--- src/rtl/mem_wb_pipe_reg.sv ---
// -----------------------------------------------------------------------------
// mem_wb_pipe_reg
//   Elastic pipeline stage for the MEM->WB boundary (usable at any stage
//   boundary). Carries a memory read word, an ALU result word and a register
//   write address through a valid/ready handshake backed by a two-entry skid
//   buffer. The upstream ready is a register output, so there is never a
//   combinational path from out_ready to in_ready.
//
//   Also provides a synchronous flush, a write-back enable and a saturating
//   stall counter.
//
// Parameters
//   DATA_W  width of the rData / Result fields
//   ADDR_W  width of the write-address field
//   CNT_W   width of stall_cnt
//
// Ports
//   clk        rising-edge clock
//   rst        synchronous, active-low reset
//   flush      discard every held entry this cycle, plus any offered input
//   in_valid   upstream has an entry
//   in_ready   stage can take an entry (registered, = !skid valid)
//   rData_i    memory read data
//   Result_i   ALU result
//   wAddr_i    destination register
//   out_valid  main entry present
//   out_ready  downstream consumes the main entry
//   rData      main entry read data
//   Result     main entry result
//   wAddr      main entry destination register
//   wb_en      out_valid && (wAddr != 0)
//   stall_cnt  cycles with out_valid && !out_ready (saturating, no wrap)
// -----------------------------------------------------------------------------
module mem_wb_pipe_reg #(
  parameter int DATA_W = 32,
  parameter int ADDR_W = 5,
  parameter int CNT_W  = 16
) (
  input  logic              clk,
  input  logic              rst,
  input  logic              flush,
  input  logic              in_valid,
  output logic              in_ready,
  input  logic [DATA_W-1:0] rData_i,
  input  logic [DATA_W-1:0] Result_i,
  input  logic [ADDR_W-1:0] wAddr_i,
  output logic              out_valid,
  input  logic              out_ready,
  output logic [DATA_W-1:0] rData,
  output logic [DATA_W-1:0] Result,
  output logic [ADDR_W-1:0] wAddr,
  output logic              wb_en,
  output logic [CNT_W-1:0]  stall_cnt
);

  // One pipeline entry; packing keeps main/skid moves to a single assignment.
  typedef struct packed {
    logic [DATA_W-1:0] rdata;
    logic [DATA_W-1:0] result;
    logic [ADDR_W-1:0] waddr;
  } entry_t;

  localparam logic [CNT_W-1:0] CNT_MAX = '1;

  // ---------------------------------------------------------------------------
  // State
  // ---------------------------------------------------------------------------
  logic             m_v_q,    m_v_d;     // main entry valid
  logic             s_v_q,    s_v_d;     // skid entry valid
  entry_t           m_data_q, m_data_d;  // main entry payload (drives outputs)
  entry_t           s_data_q, s_data_d;  // skid entry payload (internal)
  logic [CNT_W-1:0] cnt_q,    cnt_d;     // stall counter

  entry_t in_entry;
  logic   accept;
  logic   fire;

  assign in_entry = '{rdata: rData_i, result: Result_i, waddr: wAddr_i};

  // ---------------------------------------------------------------------------
  // Handshake
  // ---------------------------------------------------------------------------
  // in_ready comes straight from the skid flag: the stage can always take one
  // more entry unless the skid slot is already occupied.
  assign in_ready  = !s_v_q;
  assign out_valid = m_v_q;
  assign accept    = in_valid && in_ready;
  assign fire      = out_valid && out_ready;

  // ---------------------------------------------------------------------------
  // Next-state logic
  // ---------------------------------------------------------------------------
  always_comb begin
    // NOTE: every variable gets a default before any branch, so no path can
    // leave one unassigned and infer a latch.
    m_v_d    = m_v_q;
    s_v_d    = s_v_q;
    m_data_d = m_data_q;
    s_data_d = s_data_q;
    cnt_d    = cnt_q;

    if (flush) begin
      // Flush wins over accept and fire. The stall counter is deliberately
      // left alone so stall statistics survive pipeline kills.
      m_v_d    = 1'b0;
      s_v_d    = 1'b0;
      m_data_d = '0;
      s_data_d = '0;
    end else begin
      if (!m_v_q) begin
        // Empty stage: skid is empty too (s_v implies m_v).
        if (accept) begin
          m_v_d    = 1'b1;
          m_data_d = in_entry;
        end
      end else if (!s_v_q) begin
        if (fire) begin
          // Main drains this cycle; refill it directly or go empty. The
          // payload registers hold their last value when going empty.
          if (accept) begin
            m_data_d = in_entry;
          end else begin
            m_v_d = 1'b0;
          end
        end else if (accept) begin
          // Main is blocked; park the new entry in the skid slot.
          s_v_d    = 1'b1;
          s_data_d = in_entry;
        end
      end else begin
        // Both full: no accept is possible. On fire, promote skid to main.
        if (fire) begin
          m_data_d = s_data_q;
          s_v_d    = 1'b0;
        end
      end

      // Stall counter saturates at all-ones instead of wrapping.
      if (m_v_q && !out_ready && (cnt_q != CNT_MAX)) begin
        cnt_d = cnt_q + 1'b1;
      end
    end
  end

  // ---------------------------------------------------------------------------
  // State registers
  // ---------------------------------------------------------------------------
  always_ff @(posedge clk) begin
    if (!rst) begin
      // NOTE: the payload registers are reset as well as the valid flags,
      // because the outputs are architecturally visible and must read zero
      // after reset; resetting only the flags would be enough for protocol
      // correctness but not for that.
      m_v_q    <= 1'b0;
      s_v_q    <= 1'b0;
      m_data_q <= '0;
      s_data_q <= '0;
      cnt_q    <= '0;
    end else begin
      // NOTE: non-blocking assignments here so every register samples the
      // pre-edge values computed above, independent of statement order.
      m_v_q    <= m_v_d;
      s_v_q    <= s_v_d;
      m_data_q <= m_data_d;
      s_data_q <= s_data_d;
      cnt_q    <= cnt_d;
    end
  end

  // ---------------------------------------------------------------------------
  // Outputs
  // ---------------------------------------------------------------------------
  assign rData     = m_data_q.rdata;
  assign Result    = m_data_q.result;
  assign wAddr     = m_data_q.waddr;
  assign stall_cnt = cnt_q;

  // Writes to register 0 are architecturally discarded.
  assign wb_en = m_v_q && (m_data_q.waddr != '0);

  // ---------------------------------------------------------------------------
  // Invariant: the skid slot is only ever used behind a full main slot.
  // ---------------------------------------------------------------------------
  a_skid_implies_main : assert property (
    @(posedge clk) disable iff (!rst) s_v_q |-> m_v_q
  );

endmodule

--- config.mk ---
export PLATFORM = sky130hd
export DESIGN_NAME = mem_wb_pipe_reg
export DESIGN_NICKNAME = d
export VERILOG_FILES = /design/src/rtl/mem_wb_pipe_reg.sv
export SDC_FILE = /design/constraint.sdc
export NUM_CORES = 1
export LEC_CHECK = 0
export CORE_MARGIN = 8
export CORE_UTILIZATION = 50
export DETAILED_ROUTE_END_ITERATION = 12
export DONT_BUFFER_PORTS = 1
export PLACE_DENSITY = 0.76
export REMOVE_ABC_BUFFERS = 1
export SETUP_SLACK_MARGIN = 0.05
export SYNTH_ARGS = -nofsm -noshare
export SYNTH_HDL_FRONTEND = slang
export SYNTH_SLANG_ARGS = --single-unit
--- constraint.sdc ---
create_clock -name clk -period 5 [get_ports clk]
set_input_delay 0.25 -clock clk [delete_from_list [all_inputs] [get_ports clk]]
set_output_delay 0.25 -clock clk [all_outputs]
set_load 0.01 [all_outputs]
# Word level (Yosys, flattened, before mapping)
# Cells that the tools add are included.
[op_classes] addsub=1 n_eq_ne=2 n_mux=12 bitwise_logic=4 n_reduce_logical=11
[op_table] cell="69-bit two-way mux" n=5
[op_table] cell="16-bit by 1-bit adder with 16-bit output, second input constant" n=1
[op_table] cell="16-bit inequality test, second input constant" n=1
[op_table] cell="1-bit two-way mux" n=7
[op_table] cell="1-bit logical AND" n=5
[op_table] cell="5-bit nonzero test" n=1
[op_table] cell="1-bit inverter" n=4
[op_table] cell="4-bit AND reduction" n=1
[op_table] cell="1-bit zero test" n=2
[op_table] cell="2-bit by 1-bit inequality test with 1-bit output, second input constant" n=1
[op_table] cell="2-bit AND reduction" n=1
[op_table] cell="2-bit OR reduction" n=1
[totals] reg_bits=156 output_inout_bits=88 word_cells=39

# Depth between registers and ports, before layout
# Gate-level depths: netlist of run 1.
[depth] word_depth=6 depth_mapped=7 ltp_nobuf=5

# Least setup slack after synthesis of run 1
# OpenSTA, ideal clock, no wires.
[synth_timing] path_kind="register to register" startpoint="register m_v_q (netlist: out_valid)" endpoint="register cnt_q[13] (netlist: stall_cnt[13])" setup_ns=0.119 arrival_time_ns=1.601 slack_ns=3.280 path_stages_with_launch=5 n_path_buf=0 path_cell_list="dfxtp_1 > nor3b_4 > nand3_2 > or3_1 > o221a_1"
[synth_between] elab_chain_cells=3
[synth_rtl] element="from (decl)" line="68" source="logic m_v_q, m_v_d;"
[synth_rtl] element="from (signal assigned)" line="162" source="m_v_q <= m_v_d;"
[synth_rtl] element="1-bit logical AND (2 in series)" line="139" source="if (m_v_q && !out_ready && (cnt_q != CNT_MAX)) begin"
[synth_rtl] element="2-bit AND reduction (no line)"
[synth_rtl] element="to (signal assigned)" line="166" source="cnt_q <= cnt_d;"
[synth_rtl] element="to (decl)" line="72" source="logic [CNT_W-1:0] cnt_q, cnt_d;"
# No other way between the ends.
# A chain may end at the register's enable or synchronous reset.

# Final worst setup path of run 1
[layout_timing] startpoint="register m_v_q (netlist: out_valid)" endpoint="register s_data_q[45] (netlist name)"
[layout_between] elab_chain_cells=3
[layout_rtl] element="1-bit logical AND" line="88" source="assign fire = out_valid && out_ready;"
[layout_rtl] element="1-bit inverter (no line)"
[layout_rtl] element="4-bit AND reduction (no line) (*)"
[layout_rtl] element="to (signal assigned)" line="165" source="s_data_q <= s_data_d;"
[layout_rtl] element="to (decl)" line="71" source="entry_t s_data_q, s_data_d;"
# Every way passes the cells marked *; elsewhere a longest branch is shown, timed or not.

==> results of run 1 <==
-- critical path, delay by kind of cell (launching register included) --
kind            cells  cell delay (ns)
simple gates        3             1.00
buf+inv             2             0.87
flops               1             0.55
compound gates      1             0.18
-- timing repair --
item / in CTS / in global routing
buffers inserted: 0 / 0
hold buffers: 71 / 0
endpoints found under the hold margin: 79 / 0
-- flip-flops by register name, indices dropped and copies added, names as in the netlist --
signal     cells
rData         32
stall_cnt     16
Result        32
s_v_q          1
wAddr          5
out_valid      1
s_data_q      69
-- area by class of cell --
| cell class | count | share of cell area |
|---|---|---|
| clock inverters | 13 | 0.0197 |
| repair buffers | 78 | 0.105 |
| flip-flops and latches | 156 | 0.428 |
| well taps | 147 | 0.0252 |
| inverters | 6 | 0.00308 |
| multi-input cells | 507 | 0.359 |
| clock buffers | 19 | 0.0606 |
-- per-layer routing --
metal	track usage	part of all wire	routed length [um]	vias to the layer above
met3	0.0948	0.12	2200	44
met5	0	0	0	-
met2	0.377	0.48	8950	394
met4	0.0946	0.022	404	0
met1	0.253	0.38	7080	2754
li1	-	-	-	2680
-- cells by family after synthesis --
| family | synth area share |
|---|---|
| adders and majority gates | 0.00210 |
| and+or+nand+nor | 0.145 |
| DFF | 0.523 |
| muxes | 0.0117 |
| AOI/OAI and AO/OA | 0.274 |
| buffers and inverters | 0.0434 |
-- per-stage QoR --
| step | worst slack [ns] | instance area [um2] | std cells | utilization |
|---|---|---|---|---|
| detailed placement | 2.35 | 6010 | 823 | 0.508 |
| global route | 2.09 | 7300 | 926 | 0.618 |
| CTS | 2.31 | 7300 | 926 | 0.618 |
| finish | 2.29 | 7300 | 926 | 0.618 |
| global placement | 2.46 | 6010 | 823 | 0.508 |
| floorplan | 0.710 | 5730 | 669 | - |
-- power breakdown --
group	internal, W	switching [W]
registers	0.00127	0.0000364
clock network	0.000750	0.000517
logic	0.0000738	0.0000960
total	0.00210	0.000650
-- layout by cell type (no fill, tap or decap), types with 2 or more instances in the layout --
master / synthesis / layout
dfxtp_1: 156 / 156
nand2_1: 151 / 150
a21oi_1: 143 / 143
o21ai_0: 72 / 72
dlygate4sd3_1: 0 / 71
o22ai_1: 69 / 69
clkbuf_16: 0 / 17
nand3_1: 8 / 7
mux2i_1: 7 / 7
buf_4: 0 / 7
nand4_1: 6 / 6
inv_1: 5 / 5
nor3_1: 5 / 5
nand2b_1: 8 / 5
a211oi_1: 4 / 4
clkinv_4: 0 / 4
clkinvlp_4: 0 / 4
or4_1: 3 / 3
nand2b_2: 0 / 3
nand3_2: 2 / 3
and3_1: 3 / 3
or3_1: 3 / 3
a31oi_1: 3 / 3
nor2_4: 0 / 2
nor2_1: 4 / 2
a41oi_1: 2 / 2
nor4_1: 2 / 2
bufinv_16: 0 / 2
clkinv_2: 0 / 2
-- final timing paths --
path / startpoint / to / slack (ns) / depth (start not counted)
worst max-delay path: out_valid / s_data_q[45] / 2.29 / 6
worst min-delay path: rst / stall_cnt[5] / 0.05 / 2
worst max register to register: out_valid / s_data_q[45] / 2.29 / 6
worst min register to register: s_data_q[47] / s_data_q[47] / 0.46 / 2
-- synthesized netlist by cell type, drive strengths merged --
cell / n / area [um2]
nor2: 4 / 15.0
o31ai: 1 / 7.51
a41oi: 2 / 17.5
nor2b: 1 / 6.26
o221a: 1 / 11.3
or3: 3 / 18.8
inv: 6 / 22.5
a2111oi: 1 / 10.0
nand2: 151 / 567
o21ai: 72 / 360
a21oi: 144 / 724
nor3b: 1 / 18.8
and3: 3 / 18.8
buf: 4 / 18.8
clkbuf: 58 / 218
mux2i: 7 / 70.1
and4: 1 / 8.76
nand4: 6 / 37.5
a31oi: 3 / 18.8
a211oi: 4 / 30.0
ha: 1 / 12.5
nand2b: 8 / 50.1
dfxtp: 156 / 3120
or4: 3 / 22.5
nand3: 10 / 60.1
o22ai: 69 / 432
a211o: 1 / 8.76
nor3: 5 / 25.0
o41ai: 1 / 8.76
and2: 1 / 6.26
nor4: 2 / 12.5
o21a: 1 / 7.51
==> results.txt, run 1 <==
- The flow ran to the end, and the final reports show no timing, DRC or antenna violations.
- 162 I/O pins were placed.
- Yosys warning total: 0
* Worst Clk Skew: 0.0118 ns
- In this run the clock root is driven by a clkbuf_16.
* Die height: 125 um
* Worst hold slack: 0.0489 ns
- After synthesis the cells add up to 5970 um2.
- Weighted congestion reported at the end of routability-driven placement: 0.879
* Period utilization: 0.543
- Dividing the synthesized area by the synthesized cell count gives 8.16 um2.
- By instance count, the cell type seen most on the critical path is buf_4.
- The floorplan step defined a die boundary enclosing 15700 um2.
- Fin crit period: 2.71 ns
- Count of final hold-check violations: 0
* Source-to-sink clock delay at the later pin of the worst-skew pair: 0.42 ns
- Worst stage delay on the critical path: 0.80 ns
* Routed vias: 5872
* Number of maximum-capacitance violations: 0
* Initial drt markers: 536
- In the global route stage, overall resource usage came out at 0.227.
- CP max FO: 72
- Measured along the x axis, the die boundary spans 125 um.
- In this run, distinct cell masters in the synthesized netlist total 36.
- Drt total wl: 18600 um
- Traced cell by cell, the critical path runs through nand2b_2, buf_4, nor2_4, buf_4, nand2_1, a21oi_1.
- Number of vias per cell after detailed routing: 6.34
* Critical path arrival: 3.05 ns
- Relative area change from synthesis to final layout: 22.4%
* Hold/Removal Path Class: input pin to flop
* Sequential standard cell area: 3120 um2
- Number of H-tree levels: 4
- Worst setup path class: flop to flop
- The number of global-route vias before repair is 5748.
- The first detailed-routing pass ran for 5 iterations.
- TritonCTS clock tree: yes
- Maximum number of buffers from clock root to sink: 2
- Setup repair after global routing missed its margin: no
* Count of input and output buffers: 0
* Leakage: 2.47 nW
* Maximum number of pins on one net before global-route repair: 73
- Count of nets after finishing: 841
- The slowest stage of the critical path is the nor2_4 cell.
* DRC errors left: 0
- Final Power: 0.00275 W
- Remaining number of nets flagged by the antenna check after routing: 0
- Adding up every negative setup slack in the final design gives 0 ns.
* Required time of the critical path: 5.34 ns
* Number of antenna cells inserted: 0
- Cell Pwr Density: 376 nW/um2
* Area taken by multi-input logic gates: 2620 um2
- Relative slew slack: 0.101
* Clk sink count: 156
* Actual slew at the worst max-slew pin: 1.35 ns
* Clock slew seen by the registers of the worst setup and hold paths: 0.06 ns
- Cell count after synthesis: 731
* Total setup violations reported at the end of the flow: 0
- Based on the critical path, the design can be clocked at up to 368 MHz.
* FF+latch count, synth: 156
- Of the synthesized area, sequential elements account for 0.523.
- Remaining Overflow, GRT: 0
* Share of final-layout standard cells stronger than drive strength 1: 0.0642
* Cells resized by post-CTS repair: 0
- Row cnt: 40
* Global-route wire length before repair: 29400 um
* Worst supply voltage drop on vdd: 0.000265 V
- In this run, CTS created clock tree buffers numbering 17.
- The initial utilization of the core area, before any placement, comes to 0.505.
- The filler cells instantiated in the layout total 955.
- The initial antenna violation count was 0.
- Critical path endpoint category: flop
- Detailed placement finished with a half-perimeter wire length of 10200 um.
- Critical Path Start Type: flop
- Dividing the detail-routed wire length by the instance count gives 20.1 um.
* Number of pins with negative max-slew slack in the final report: 0
- The core region is 11800 um2.
Note: power is estimated with default switching activity, not from simulation.
==> inputs of run 2 (changes only) <==
--- a/config.mk
+++ b/config.mk
@@ -9,7 +9,7 @@
 export CORE_UTILIZATION = 50
 export DETAILED_ROUTE_END_ITERATION = 12
 export DONT_BUFFER_PORTS = 1
-export PLACE_DENSITY = 0.76
+export PLACE_DENSITY = 0.79
 export REMOVE_ABC_BUFFERS = 1
 export SETUP_SLACK_MARGIN = 0.05
 export SYNTH_ARGS = -nofsm -noshare
==> constraint.sdc (replaced) <==
create_clock -name clk -period 2.2 [get_ports clk]
set_input_delay 0.11 -clock clk [delete_from_list [all_inputs] [get_ports clk]]
set_output_delay 0.11 -clock clk [all_outputs]
set_load 0.01 [all_outputs]
==> results.txt, run 2 (same netlist as run 1, synthesis figures left out) <==
* Maximum number of pins on one net before global-route repair: 70
- For this run, the post-layout net count is 855.
* Maximum clock frequency: 493 MHz
- The signal on the critical path passes through nand4_1, nor2_1, a31oi_1, mux2i_1, dlygate4sd3_1.
- Sw Pwr: 0.00147 W
- For this block, the via count after detailed routing is 5945.
* Setup repair after global routing missed its margin: no
- Top routing layer in use: met4
- The floorplan step set the die height to 125 um.
* Count of final hold-check violations: 0
- Filler cells: 916
- In the final layout, the share of cells above drive strength 1 is 0.0808.
- The floorplan step defined a die boundary enclosing 15700 um2.
* Post-detail-place hpwl: 11000 um
- Period utilization: 0.922
* Net switching share of the total power: 0.228
- Row cnt: 40
* Buffer count from post-CTS setup fixing: 0
* Relative slew slack: 0.493
- Initial drt markers: 432
- The die is 125 um wide.
* Worst supply voltage drop on vdd: 0.000642 V
- The first detailed-routing pass ran for 6 iterations.
- TritonCTS built the clock tree.
- Count of input and output buffers: 0
- The run finished with clean final reports.
- Relative area change from synthesis to final layout: 25.5%
- The clock drives 156 sinks.
* Worst hold slack: 0.235 ns
* Drt total wl: 18800 um
* Reg power frac: 0.460
- Clock slew seen by the registers of the worst setup and hold paths: 0.06 ns
* Leakage: 2.57 nW
- Fin crit period: 2.03 ns
* Number of pins with negative max-slew slack in the final report: 0
- Global-route usage over all layers: 0.231
* Cell at the slowest stage of the critical path: dlygate4sd3_1
- Worst setup path class: flop to flop
- The register with the most flip-flops in the layout has 69 of them.
- Registers take 3130 um2.
* Number of ports placed on the die boundary: 162
- After detailed routing, the wire length on met1 is 7200 um.
- At the end of routability-driven placement, the weighted congestion stood at 0.959.
- The count of nets left with antenna violations once routing finished came out at 0.
- More flip-flops sit in one register than any other, and that register is s_data_q.
- Actual slew at the worst max-slew pin: 0.760 ns
- Critical path endpoint category: flop
- Data on the critical path arrives at its endpoint at 2.34 ns.
- Leaving out fill and tap cells, the most frequent cells in the layout are dfxtp_1 (154), nand2_1 (150), a21oi_1 (143).
- For this design the ratio of total power to cell area is 863 nW/um2.
- Internal Pwr Total: 0.00499 W
- The initial utilization of the core area, before any placement, comes to 0.505.
* Hold/Removal Path Class: input pin to flop
- Met3 wire len: 2350 um
- Number of antenna violations at the first check in global routing: 2
* Via count of the first global-routing pass: 5789
* Clk pwr share: 0.473
- After detailed routing, the number of vias per cell comes to 6.32.
* Source-to-sink clock delay at the later pin of the worst-skew pair: 0.42 ns
* Core Region: 11800 um2
* Number of H-tree levels: 4
* Finished Core Util: 0.634
- The first global-routing pass estimated 29800 um of wire.
- In the detailed route, the total length drawn on met2 is 8840 um.
- The share of total power dissipated in combinational logic is 0.067.
- In this run, CTS created clock tree buffers numbering 17.
- Total setup violations reported at the end of the flow: 0
* Required time of the critical path: 2.51 ns
- Worst Clk Skew: 0.00679 ns
* Worst stage delay on the critical path: 0.56 ns
- Number of maximum-capacitance violations: 0
- CP max FO: 6
* DR WL/cell: 20.0 um
- The tree is rooted in a clkbuf_16.
- Summing all multi-input logic gate instances after layout gives 2640 um2.
- Maximum number of buffers from clock root to sink: 2
* DRC errors left: 0
- The library cell used most frequently in the layout, excluding fill and tap cells, is dfxtp_1.
- Remaining Overflow, GRT: 0
* Critical Path Start Type: flop
[run 2: area by class of cell]
class,count,area share
Timing Repair Buffer,91,0.120
Multi-Input combinational cell,508,0.352
Clock buffer,19,0.0591
Tap cell,147,0.0246
Inverter,6,0.00301
Sequential cell,156,0.417
Clock inverter,12,0.0229
Antenna cell,2,0.000668
[run 2: power by group through the flow]
| stage | Combinational (W) | Sequential (W) | Clock (W) |
|---|---|---|---|
| 3_3_place_gp | 0.000265 | 0.00303 | 0 |
| 5_1_grt | 0.000466 | 0.00298 | 0.00319 |
| 2_1_floorplan | 0.000188 | 0.00301 | 0 |
| 6_report | 0.000430 | 0.00297 | 0.00306 |
| 3_5_place_dp | 0.000277 | 0.00303 | 0 |
| 4_1_cts | 0.000413 | 0.00297 | 0.00308 |
[run 2: through the flow]
step / setup TNS, ns / instance area [um2] / std cells / setup slack (ns) / power, W
global placement: 0 / 6100 / 832 / 0.410 / 0.00330
detailed placement: 0 / 6100 / 832 / 0.259 / 0.00331
finish: 0 / 7490 / 941 / 0.171 / 0.00646
floorplan: -221.67 / 5730 / 669 / -2.09 / 0.00320
CTS: 0 / 7460 / 938 / 0.0792 / 0.00647
global route: 0 / 7490 / 941 / 0.0691 / 0.00664
[run 2: path summary, 6_finish.rpt]
path / to / startpoint / slack [ns] / depth (start not counted)
max: stall_cnt[4] / stall_cnt[12] / 0.17 / 5
min: rData[4] / out_ready / 0.24 / 3
max reg2reg: stall_cnt[4] / stall_cnt[12] / 0.17 / 5
min reg2reg: s_data_q[57] / s_data_q[57] / 0.46 / 2
[run 2: repair_timing]
item / in CTS / in global routing
hold buffers: 75 / 0
hold endpoints to repair: 156 / 0
endpoints found under the setup margin: 0 / 56
gates resized for setup: 0 / 6
[run 2: worst max-delay path, delay by kind of cell, from the launching register on]
kind,cells,cell delay [ns]
flops,1,0.47
buf+inv,1,0.56
mux,1,0.14
compound gates,1,0.14
simple gates,2,0.60
[run 2: routing by layer]
| metal | vias to the layer above | global-route usage |
|---|---|---|
| met5 | - | 0 |
| met4 | 0 | 0.0895 |
| met3 | 48 | 0.102 |
| met2 | 397 | 0.374 |
| met1 | 2795 | 0.263 |
| li1 | 2705 | - |
